==> src/rtl/mips_pkg.sv <==
// Shared MIPS pipeline definitions: opcodes, ALU codes
// and the decoded control bundle passed from ID to EX.
package mips_pkg;

   localparam logic [5:0] OP_RTYPE = 6'h00;
   localparam logic [5:0] OP_ADDI  = 6'h08;
   localparam logic [5:0] OP_ANDI  = 6'h0C;
   localparam logic [5:0] OP_ORI   = 6'h0D;
   localparam logic [5:0] OP_LW    = 6'h23;
   localparam logic [5:0] OP_SW    = 6'h2B;

   localparam logic [5:0] FN_ADD = 6'h20;
   localparam logic [5:0] FN_SUB = 6'h22;
   localparam logic [5:0] FN_AND = 6'h24;
   localparam logic [5:0] FN_OR  = 6'h25;
   localparam logic [5:0] FN_SLT = 6'h2A;

   typedef enum logic [3:0] {
      ALU_ADD = 4'd0,
      ALU_SUB = 4'd1,
      ALU_AND = 4'd2,
      ALU_OR  = 4'd3,
      ALU_SLT = 4'd4
   } alu_op_e;

   typedef struct packed {
      alu_op_e    alu_op;
      logic       alu_src;
      logic       mem_rd;
      logic       mem_wr;
      logic       reg_wr;
      logic       reads_rt;
      logic [4:0] dst;
   } ctrl_t;

endpackage

==> src/rtl/mips_decoder.sv <==
// Combinational MIPS instruction decode: control bundle
// plus the sign- or zero-extended immediate.
module mips_decoder
   import mips_pkg::*;
#(
   parameter int DW = 32
) (
   input  logic [31:0]   Instr_i,
   output ctrl_t         Ctrl_o,
   output logic [DW-1:0] Imm_o
);

   logic [5:0]  op;
   logic [5:0]  fn;
   logic [4:0]  rt;
   logic [4:0]  rd;
   logic [15:0] imm16;
   logic        sext;
   logic        unused_bits;
   ctrl_t       c;

   assign op    = Instr_i[31:26];
   assign fn    = Instr_i[5:0];
   assign rt    = Instr_i[20:16];
   assign rd    = Instr_i[15:11];
   assign imm16 = Instr_i[15:0];

   assign unused_bits = ^{Instr_i[25:21], Instr_i[10:6]};

   // Opcode/funct to control bits; unknown encodings become NOPs
   always_comb begin
      c        = '0;
      c.alu_op = ALU_ADD;
      sext     = 1'b0;
      unique case (op)
         OP_RTYPE: begin
            c.reads_rt = 1'b1;
            c.dst      = rd;
            c.reg_wr   = 1'b1;
            unique case (fn)
               FN_ADD:  c.alu_op = ALU_ADD;
               FN_SUB:  c.alu_op = ALU_SUB;
               FN_AND:  c.alu_op = ALU_AND;
               FN_OR:   c.alu_op = ALU_OR;
               FN_SLT:  c.alu_op = ALU_SLT;
               default: begin
                  c.reg_wr = 1'b0;
                  c.dst    = '0;
               end
            endcase
         end
         OP_ADDI: begin
            c.alu_src = 1'b1;
            c.reg_wr  = 1'b1;
            c.dst     = rt;
            sext      = 1'b1;
         end
         OP_ANDI: begin
            c.alu_op  = ALU_AND;
            c.alu_src = 1'b1;
            c.reg_wr  = 1'b1;
            c.dst     = rt;
         end
         OP_ORI: begin
            c.alu_op  = ALU_OR;
            c.alu_src = 1'b1;
            c.reg_wr  = 1'b1;
            c.dst     = rt;
         end
         OP_LW: begin
            c.alu_src = 1'b1;
            c.mem_rd  = 1'b1;
            c.reg_wr  = 1'b1;
            c.dst     = rt;
            sext      = 1'b1;
         end
         OP_SW: begin
            c.alu_src  = 1'b1;
            c.mem_wr   = 1'b1;
            c.reads_rt = 1'b1;
            sext       = 1'b1;
         end
         default: begin
            c.alu_op = ALU_ADD;
         end
      endcase
      // Writes to $0 are discarded
      if (c.dst == 5'd0) begin
         c.reg_wr = 1'b0;
      end
   end

   assign Ctrl_o = c;
   assign Imm_o  = sext ? {{(DW-16){imm16[15]}}, imm16}
                        : {{(DW-16){1'b0}}, imm16};

endmodule

==> src/rtl/id_ex_stage.sv <==
// MIPS decode stage with WB bypass, load-use stall
// detection and the ID/EX pipeline register.
module id_ex_stage
   import mips_pkg::*;
#(
   parameter int DW = 32,
   parameter int AW = 5
) (
   input  logic          Clk,
   input  logic          Rst,
   input  logic          IfId_Valid,
   input  logic [31:0]   IfId_Instr,
   input  logic          Flush,
   output logic [AW-1:0] Rf_Ard1,
   output logic [AW-1:0] Rf_Ard2,
   input  logic [DW-1:0] Rf_Dout1,
   input  logic [DW-1:0] Rf_Dout2,
   input  logic          Wb_WrEn,
   input  logic [AW-1:0] Wb_Awr,
   input  logic [DW-1:0] Wb_Din,
   output logic          Stall,
   output logic          IdEx_Valid,
   output logic [DW-1:0] IdEx_A,
   output logic [DW-1:0] IdEx_B,
   output logic [DW-1:0] IdEx_Imm,
   output logic [AW-1:0] IdEx_Rs,
   output logic [AW-1:0] IdEx_Rt,
   output logic [AW-1:0] IdEx_Dst,
   output logic [3:0]    IdEx_AluOp,
   output logic          IdEx_AluSrc,
   output logic          IdEx_MemRd,
   output logic          IdEx_MemWr,
   output logic          IdEx_RegWr
);

   ctrl_t         ctrl;
   logic [DW-1:0] imm;
   logic [AW-1:0] rs;
   logic [AW-1:0] rt;
   logic [AW-1:0] dec_dst;
   logic [DW-1:0] opa;
   logic [DW-1:0] opb;
   logic          hazard;
   logic          bubble;

   logic          valid_q, valid_d;
   logic [DW-1:0] a_q, a_d;
   logic [DW-1:0] b_q, b_d;
   logic [DW-1:0] imm_q, imm_d;
   logic [AW-1:0] rs_q, rs_d;
   logic [AW-1:0] rt_q, rt_d;
   logic [AW-1:0] dst_q, dst_d;
   logic [3:0]    aluop_q, aluop_d;
   logic          alusrc_q, alusrc_d;
   logic          memrd_q, memrd_d;
   logic          memwr_q, memwr_d;
   logic          regwr_q, regwr_d;

   assign rs      = IfId_Instr[25:21];
   assign rt      = IfId_Instr[20:16];
   assign Rf_Ard1 = rs;
   assign Rf_Ard2 = rt;

   mips_decoder #(
      .DW(DW)
   ) u_dec (
      .Instr_i(IfId_Instr),
      .Ctrl_o (ctrl),
      .Imm_o  (imm)
   );

   assign dec_dst = ctrl.dst;

   // Forward the WB value: the RF write lands on this same edge
   always_comb begin
      opa = Rf_Dout1;
      opb = Rf_Dout2;
      if (Wb_WrEn && (Wb_Awr != '0) && (Wb_Awr == rs)) begin
         opa = Wb_Din;
      end
      if (Wb_WrEn && (Wb_Awr != '0) && (Wb_Awr == rt)) begin
         opb = Wb_Din;
      end
      if (rs == '0) begin
         opa = '0;
      end
      if (rt == '0) begin
         opb = '0;
      end
   end

   // Load in EX whose result is needed by the instruction in ID
   always_comb begin
      hazard = 1'b0;
      if (IfId_Valid && valid_q && memrd_q && (dst_q != '0)) begin
         hazard = (dst_q == rs) || (ctrl.reads_rt && (dst_q == rt));
      end
   end

   assign Stall  = hazard && !Rst;
   assign bubble = Flush || Stall || !IfId_Valid;

   // Next ID/EX contents: latch decode or insert a bubble
   always_comb begin
      valid_d  = 1'b0;
      a_d      = a_q;
      b_d      = b_q;
      imm_d    = imm_q;
      rs_d     = rs_q;
      rt_d     = rt_q;
      dst_d    = dst_q;
      aluop_d  = aluop_q;
      alusrc_d = 1'b0;
      memrd_d  = 1'b0;
      memwr_d  = 1'b0;
      regwr_d  = 1'b0;
      if (!bubble) begin
         valid_d  = 1'b1;
         a_d      = opa;
         b_d      = opb;
         imm_d    = imm;
         rs_d     = rs;
         rt_d     = rt;
         dst_d    = dec_dst;
         aluop_d  = ctrl.alu_op;
         alusrc_d = ctrl.alu_src;
         memrd_d  = ctrl.mem_rd;
         memwr_d  = ctrl.mem_wr;
         regwr_d  = ctrl.reg_wr;
      end
   end

   // ID/EX pipeline register with synchronous reset
   always_ff @(posedge Clk) begin
      if (Rst) begin
         valid_q  <= 1'b0;
         a_q      <= '0;
         b_q      <= '0;
         imm_q    <= '0;
         rs_q     <= '0;
         rt_q     <= '0;
         dst_q    <= '0;
         aluop_q  <= '0;
         alusrc_q <= 1'b0;
         memrd_q  <= 1'b0;
         memwr_q  <= 1'b0;
         regwr_q  <= 1'b0;
      end else begin
         valid_q  <= valid_d;
         a_q      <= a_d;
         b_q      <= b_d;
         imm_q    <= imm_d;
         rs_q     <= rs_d;
         rt_q     <= rt_d;
         dst_q    <= dst_d;
         aluop_q  <= aluop_d;
         alusrc_q <= alusrc_d;
         memrd_q  <= memrd_d;
         memwr_q  <= memwr_d;
         regwr_q  <= regwr_d;
      end
   end

   assign IdEx_Valid  = valid_q;
   assign IdEx_A      = a_q;
   assign IdEx_B      = b_q;
   assign IdEx_Imm    = imm_q;
   assign IdEx_Rs     = rs_q;
   assign IdEx_Rt     = rt_q;
   assign IdEx_Dst    = dst_q;
   assign IdEx_AluOp  = aluop_q;
   assign IdEx_AluSrc = alusrc_q;
   assign IdEx_MemRd  = memrd_q;
   assign IdEx_MemWr  = memwr_q;
   assign IdEx_RegWr  = regwr_q;

endmodule

==> config.mk <==
export PLATFORM = sky130hd
export DESIGN_NAME = id_ex_stage
export DESIGN_NICKNAME = d
export VERILOG_FILES = /design/src/rtl/mips_pkg.sv /design/src/rtl/mips_decoder.sv /design/src/rtl/id_ex_stage.sv
export SDC_FILE = /design/constraint.sdc
export NUM_CORES = 1
export LEC_CHECK = 0
export ABC_AREA = 0
export BUFFER_PORTS_ARGS = -buffer_cell sky130_fd_sc_hd__buf_2
export CORE_ASPECT_RATIO = 0.9
export CORE_MARGIN = 2
export CORE_UTILIZATION = 46
export DETAILED_ROUTE_END_ITERATION = 8
export MAX_ROUTING_LAYER = met4
export PLACE_DENSITY = 0.76
export SYNTH_ARGS = -nofsm -noshare
export SYNTH_HDL_FRONTEND = slang
export SYNTH_HIERARCHICAL = 1
export SYNTH_SLANG_ARGS = --single-unit
==> constraint.sdc <==
create_clock -name Clk -period 2.2 [get_ports Clk]
set_clock_uncertainty 0.15 [all_clocks]
set_input_delay 0 -clock Clk [delete_from_list [all_inputs] [get_ports Clk]]
set_output_delay 0 -clock Clk [all_outputs]
set_load 0.005 [all_outputs]
After elaboration in Yosys (flattened, before gate mapping) --
Cells that the tools add are included. W data, S select, Z words.
Word-level totals: bits in registers 120, input bits 138, output and inout port bits 131, logic and storage cells 70
Operators by class: equal/unequal tests 14, mux-type cells 18, reduce and logical (&&, ||, !) cells 26
Operators by type and width (count):
- $mux W32 | 5
- $eq A6 B6 Y1 const B | 7
- $eq A5 B5 Y1 | 4
- $eq A6 B4 Y1 const B | 3
- $logic_not A5 Y1 | 3
- $pmux W3 S4 | 1
- $pmux W5 S2 | 1
- $reduce_bool A5 Y1 | 2
- $reduce_or A5 Y1 | 2
- $pmux W3 S3 | 1
- $logic_and A1 B1 Y1 | 8
- $mux W1 | 8
- $logic_not A6 Y1 | 1
- $reduce_or A3 Y1 | 2
- $mux W5 | 1
- $reduce_or A2 Y1 | 2
- $reduce_or A4 Y1 | 1
- $logic_or A1 B1 Y1 | 3
- $logic_not A1 Y1 | 2
- $pmux W1 S2 | 1

Depth between registers and ports, before layout --
depth after elaboration 10, gate-level depth with buffers 9, gate-level depth less buffers 6

Hierarchy --
Netlist, hierarchy kept.
By module, submodules not included:
- id_ex_stage | instances 1, sequential area each 2402.3 um2, cells each 716, area an instance 6550.0 um2
- mips_decoder | instances 1, sequential area each 0.0 um2, cells each 84, area an instance 576.8 um2

Worst setup path before layout --
OpenSTA, ideal clock, no wires.
path type in2reg, start point input IfId_Instr[27], end point register imm_q[17] (netlist: IdEx_Imm[17]), arrival time 1973 ps, path slack 6 ps, stages on the path 6, path buffers 1, required time 1978 ps, cell sequence nor3b_2 > a21oi_1 > nor4_1 > buf_4 > nand2b_1 > mux2i_1
On the way: elaborated cells between the ends (all ways) 15, those cells by class 3 x eq/ne; 4 x mux; 8 x reduce/logical
RTL lines:
- start: declaration | RTL line id_ex_stage.sv:12 | input logic [31:0] IfId_Instr,
- $eq A6 B4 Y1 / $eq A6 B6 Y1 (equally long branches) | RTL line mips_decoder.sv:35 | unique case (op)
- $reduce_or A3 Y1 (no line) *
- $mux W1 * | RTL line mips_decoder.sv:35
- $mux W32 * | RTL line mips_decoder.sv:94 | assign Imm_o = sext ? {{(DW-16){imm16[15]}}, imm16}
- named net imm[17] | RTL line id_ex_stage.sv:37 | logic [DW-1:0] imm;
- end signal: assignment | RTL line id_ex_stage.sv:152 | imm_q <= imm_d;
- end: declaration | RTL line id_ex_stage.sv:49 | logic [DW-1:0] imm_q, imm_d;
Mark *: on every way through the listed nets, which the timed path passes. The rest lies on a longest branch. A chain may end at the register's enable or synchronous reset.

Worst setup path in the final report --
start point input IfId_Instr[19], end point register b_q[11] (netlist: IdEx_B[11])
On the way: word-level cells in the longest chain between the ends 7, elaborated cells between the ends (all ways) 12, those cells by class 2 x eq/ne; 3 x mux; 7 x reduce/logical
RTL lines:
- $eq A5 B5 Y1 | RTL line id_ex_stage.sv:96 | hazard = (dst_q == rs) || (ctrl.reads_rt && (dst_q == rt));
- $logic_and A1 B1 Y1 | RTL line id_ex_stage.sv:96
- $logic_or A1 B1 Y1 | RTL line id_ex_stage.sv:96
- $mux W1 | RTL line id_ex_stage.sv:95 | if (IfId_Valid && valid_q && memrd_q && (dst_q != '0)) begin
- $logic_and A1 B1 Y1 | RTL line id_ex_stage.sv:100 | assign Stall = hazard && !Rst;
- $logic_or A1 B1 Y1 (2 in a row) | RTL line id_ex_stage.sv:101 | assign bubble = Flush || Stall || !IfId_Valid;
- end signal: assignment | RTL line id_ex_stage.sv:138 | b_q <= '0;
- end signal: assignment | RTL line id_ex_stage.sv:151 | b_q <= b_d;
- end: declaration | RTL line id_ex_stage.sv:48 | logic [DW-1:0] b_q, b_d;
Parallel ways exist; a longest one is shown, timed or not.

==> run metrics <==
most frequent cells in the layout=buf_2 (267), nand2b_1 (168), dlygate4sd3_1 (134), dfxtp_1 (119), mux2i_1 (116); Die Wd=roughly 140 µm; DR vias=7,431; starting density of the core=between 40% and 50%; Crit. End Element=flop; Post-Synthesis Cells=800; mux cell area share after synthesis=16.3%; crit-path max FO=8; total CTS buffers=17; Final Hold Vio Count=0; multi-input logic area=between 4000 and 5000 µm²; initial drt markers=499; largest family of logic cells by synthesized area=simple AND/OR/NAND/NOR gates; Post-synth EDFFs=0; Synth Area in Compound Gates=between 10 and 15%; Leak Pwr=0.00514 µW; synthesized flop and latch total=120; FP Rows=43; vias in the first global route=between 7,000 and 8,000; commonest non-fill, non-tap cell in the layout=buf_2; H-tree depth=4; DP HPWL=roughly 14 mm; Wirelength per Cell=18.5 µm; failing checks=negative setup slack; Peak VDD IR=0.580 mV; pwr/cell area=between 600 and 700 nW/µm²; most numerous cell on the critical path=dlygate4sd3_1; register area=about 2400 µm²; GPL Wtd Cong=roughly 0.86; max_cap viols=0; Synth async-reset ratio=0%; type of origin of the critical path=input pin; WS Path Type=in2reg; largest stage delay on the critical path=about 600 ps; first-pass GRT wire length=between 30 and 40 mm; clock buffer depth=2; Die Span Y=~120 µm; Critical path buffers and inverters=5; Final WS setup=-52.8 ps; min Tclk post-route=2250 ps; Initial DRT Pass Iterations=5; total wire length=between 20 and 30 mm; drc violations=0; largest cells by area after synthesis=dfxtp_1 (34%), mux2i_1 (16%), nand2b_1 (15%), a21boi_0 (6.7%), and3_1 (5.7%); Sink Count=between 100 and 150; status=complete, but fails checks; Slew headroom=between 60% and 70%; XOR/XNOR Fraction of Synth Area=2.46%; Seq/Total Area, Yosys=33.7%; Mapped Area=around 7100 µm²; Slew Viols, Final=0; gr ovfl total=0; Primary FF master, synth=dfxtp_1; Synth Area in Adders=0%; layout cells sized above 1=between 30% and 40%; # nets final=between 1,000 and 1,500; worst skew pair latency=420 ps; Post-Layout Cell Count=1,365; Cells after DPL=1,185; full die area=about 17,000 µm²; area grow syn2layout=48.8%; CTS Root Buffer Type=clkbuf_16; Filler cells=1,113; synthesized area per cell=8.91 µm²; CTS tree=yes; WP data arrival=2440 ps; Crit path max-delay family=buffers and inverters; I/O pins=269; library cells used by synthesis=between 40 and 50; pin count of the biggest net entering global routing=slightly below 80; clock-pin transition on the worst setup and hold timing paths=60 ps; antenna viol nets, final=0; Synth Warn #=6; simple-gate area share of the yosys netlist=~24%; PortBufs=about 270; Synth Net Count=between 900 and 1,000; core area=roughly 15,000 µm²; crit share post-route=102%; gr usage total=roughly 29%; vias per std cell=around 5.4; Cell Chain, Critical Path=dlygate4sd3_1 > buf_2 > buf_4 > xnor2_1 > and4_4 > clkbuf_16 > and3_1 > o21ai_1 > dlygate4sd3_1 > mux2i_1; initial antenna violation count=1; dominant cell type by area after synthesis=dfxtp_1; Final setup viols=3; Tot Pwr=roughly 6400 µW; post-synth top area share=between 30% and 40%; Worst-Margin Slew=582 ps; FMAX=444 MHz; Required @ worst endpoint=2390 ps; hold crit path type=in2reg; Slowest-stage cell, CP=dlygate4sd3_1
[cell usage after synthesis (9+ instances only)]
cell and count:
and3_1 65, mux2i_1 116, xor2_1 13, a21boi_0 64
o21ai_1 20, inv_1 13, buf_4 50, nand2b_1 168
dfxtp_1 120, nor2_1 9, clkbuf_1 49, o21ai_0 45
[metrics by stage]
stage | area (µm²) | setup WS, ps | TNS [ps] | util (%) | hold slack (ps)
final | 10600 | -52.8 | -87.6 | 69.4 | 46.2
after global placement | 8460 | 206 | 0 | 55.3 | 117
after CTS | 10400 | 6.94 | 0 | 68.4 | 11.2
after detailed placement | 8460 | 110 | 0 | 55.3 | 119
after global routing | 10600 | -41.2 | -85.1 | 69.4 | 50.9
after floorplan | 7130 | 5.67 | 0 | - | -69.2
[where the power goes]
part	internal, µW	leakage [µW]	switching [µW]	total (µW)
logic	614	0.00387	563	1180
clock network	1870	0.000287	1060	2920
registers	2270	0.000979	52.4	2320
total	4750	0.00514	1670	6420
[cells by family after synthesis]
logic type,after synthesis
compound gates,149
xor+xnor,20
buf+inv,121
flops,120
mux,116
other cells,1
simple gates,273
[flip-flops by register name, indices dropped and copies added, names as in the netlist]
signal,flops
IdEx_AluOp,4
IdEx_B,32
IdEx_Valid,1
IdEx_Rs,5
IdEx_Rt,5
IdEx_MemRd,1
IdEx_RegWr,1
IdEx_Imm,32
IdEx_AluSrc,1
IdEx_Dst,5
IdEx_MemWr,1
IdEx_A,32
[final cells by class]
class	count	share of cell area, %
Timing Repair Buffer	435	29.6
Tap cell	202	2.38
Multi-Input combinational cell	559	38.9
Antenna cell	4	0.0944
Clock buffer	21	4.44
Inverter	13	0.460
Clock inverter	11	1.38
Sequential cell	120	22.7
[worst min-delay path, stage by stage]
cell     delay, ps
buf_2           90
nor2b_1        100
o21ai_4        110
buf_12         170
mux2i_1         80
[routing by layer]
layer / GRT usage (%) / wire length, µm / part of all wire (%)
met5: - / 0 / 0
met4: 13.5 / 1180 / 4.7
met3: 6.82 / 2170 / 8.6
met2: 46.1 / 11800 / 47
met1: 35.2 / 10200 / 40
[worst paths after layout]
check	from	slack [ps]	endpoint	depth (start not counted)
max reg2reg	IdEx_Dst[0]$_SDFFE_PP0N_	80	IdEx_Rs[0]$_SDFFE_PP0N_	5
min reg2reg	IdEx_Imm[26]$_SDFFE_PP0N_	320	IdEx_Imm[26]$_SDFFE_PP0N_	2
max	IfId_Instr[19]	-50	IdEx_B[11]$_SDFFE_PP0N_	10
min	Flush	50	IdEx_A[25]$_SDFFE_PP0N_	5
[repair_timing]
item / in CTS / in global routing
endpoints found under the hold margin: 102 / 3
setup endpoints to repair: 0 / 47
hold buffers: 137 / 3
buffers inserted: 0 / 6
gates resized for setup: 0 / 9
(Power assumes the default switching activity.)
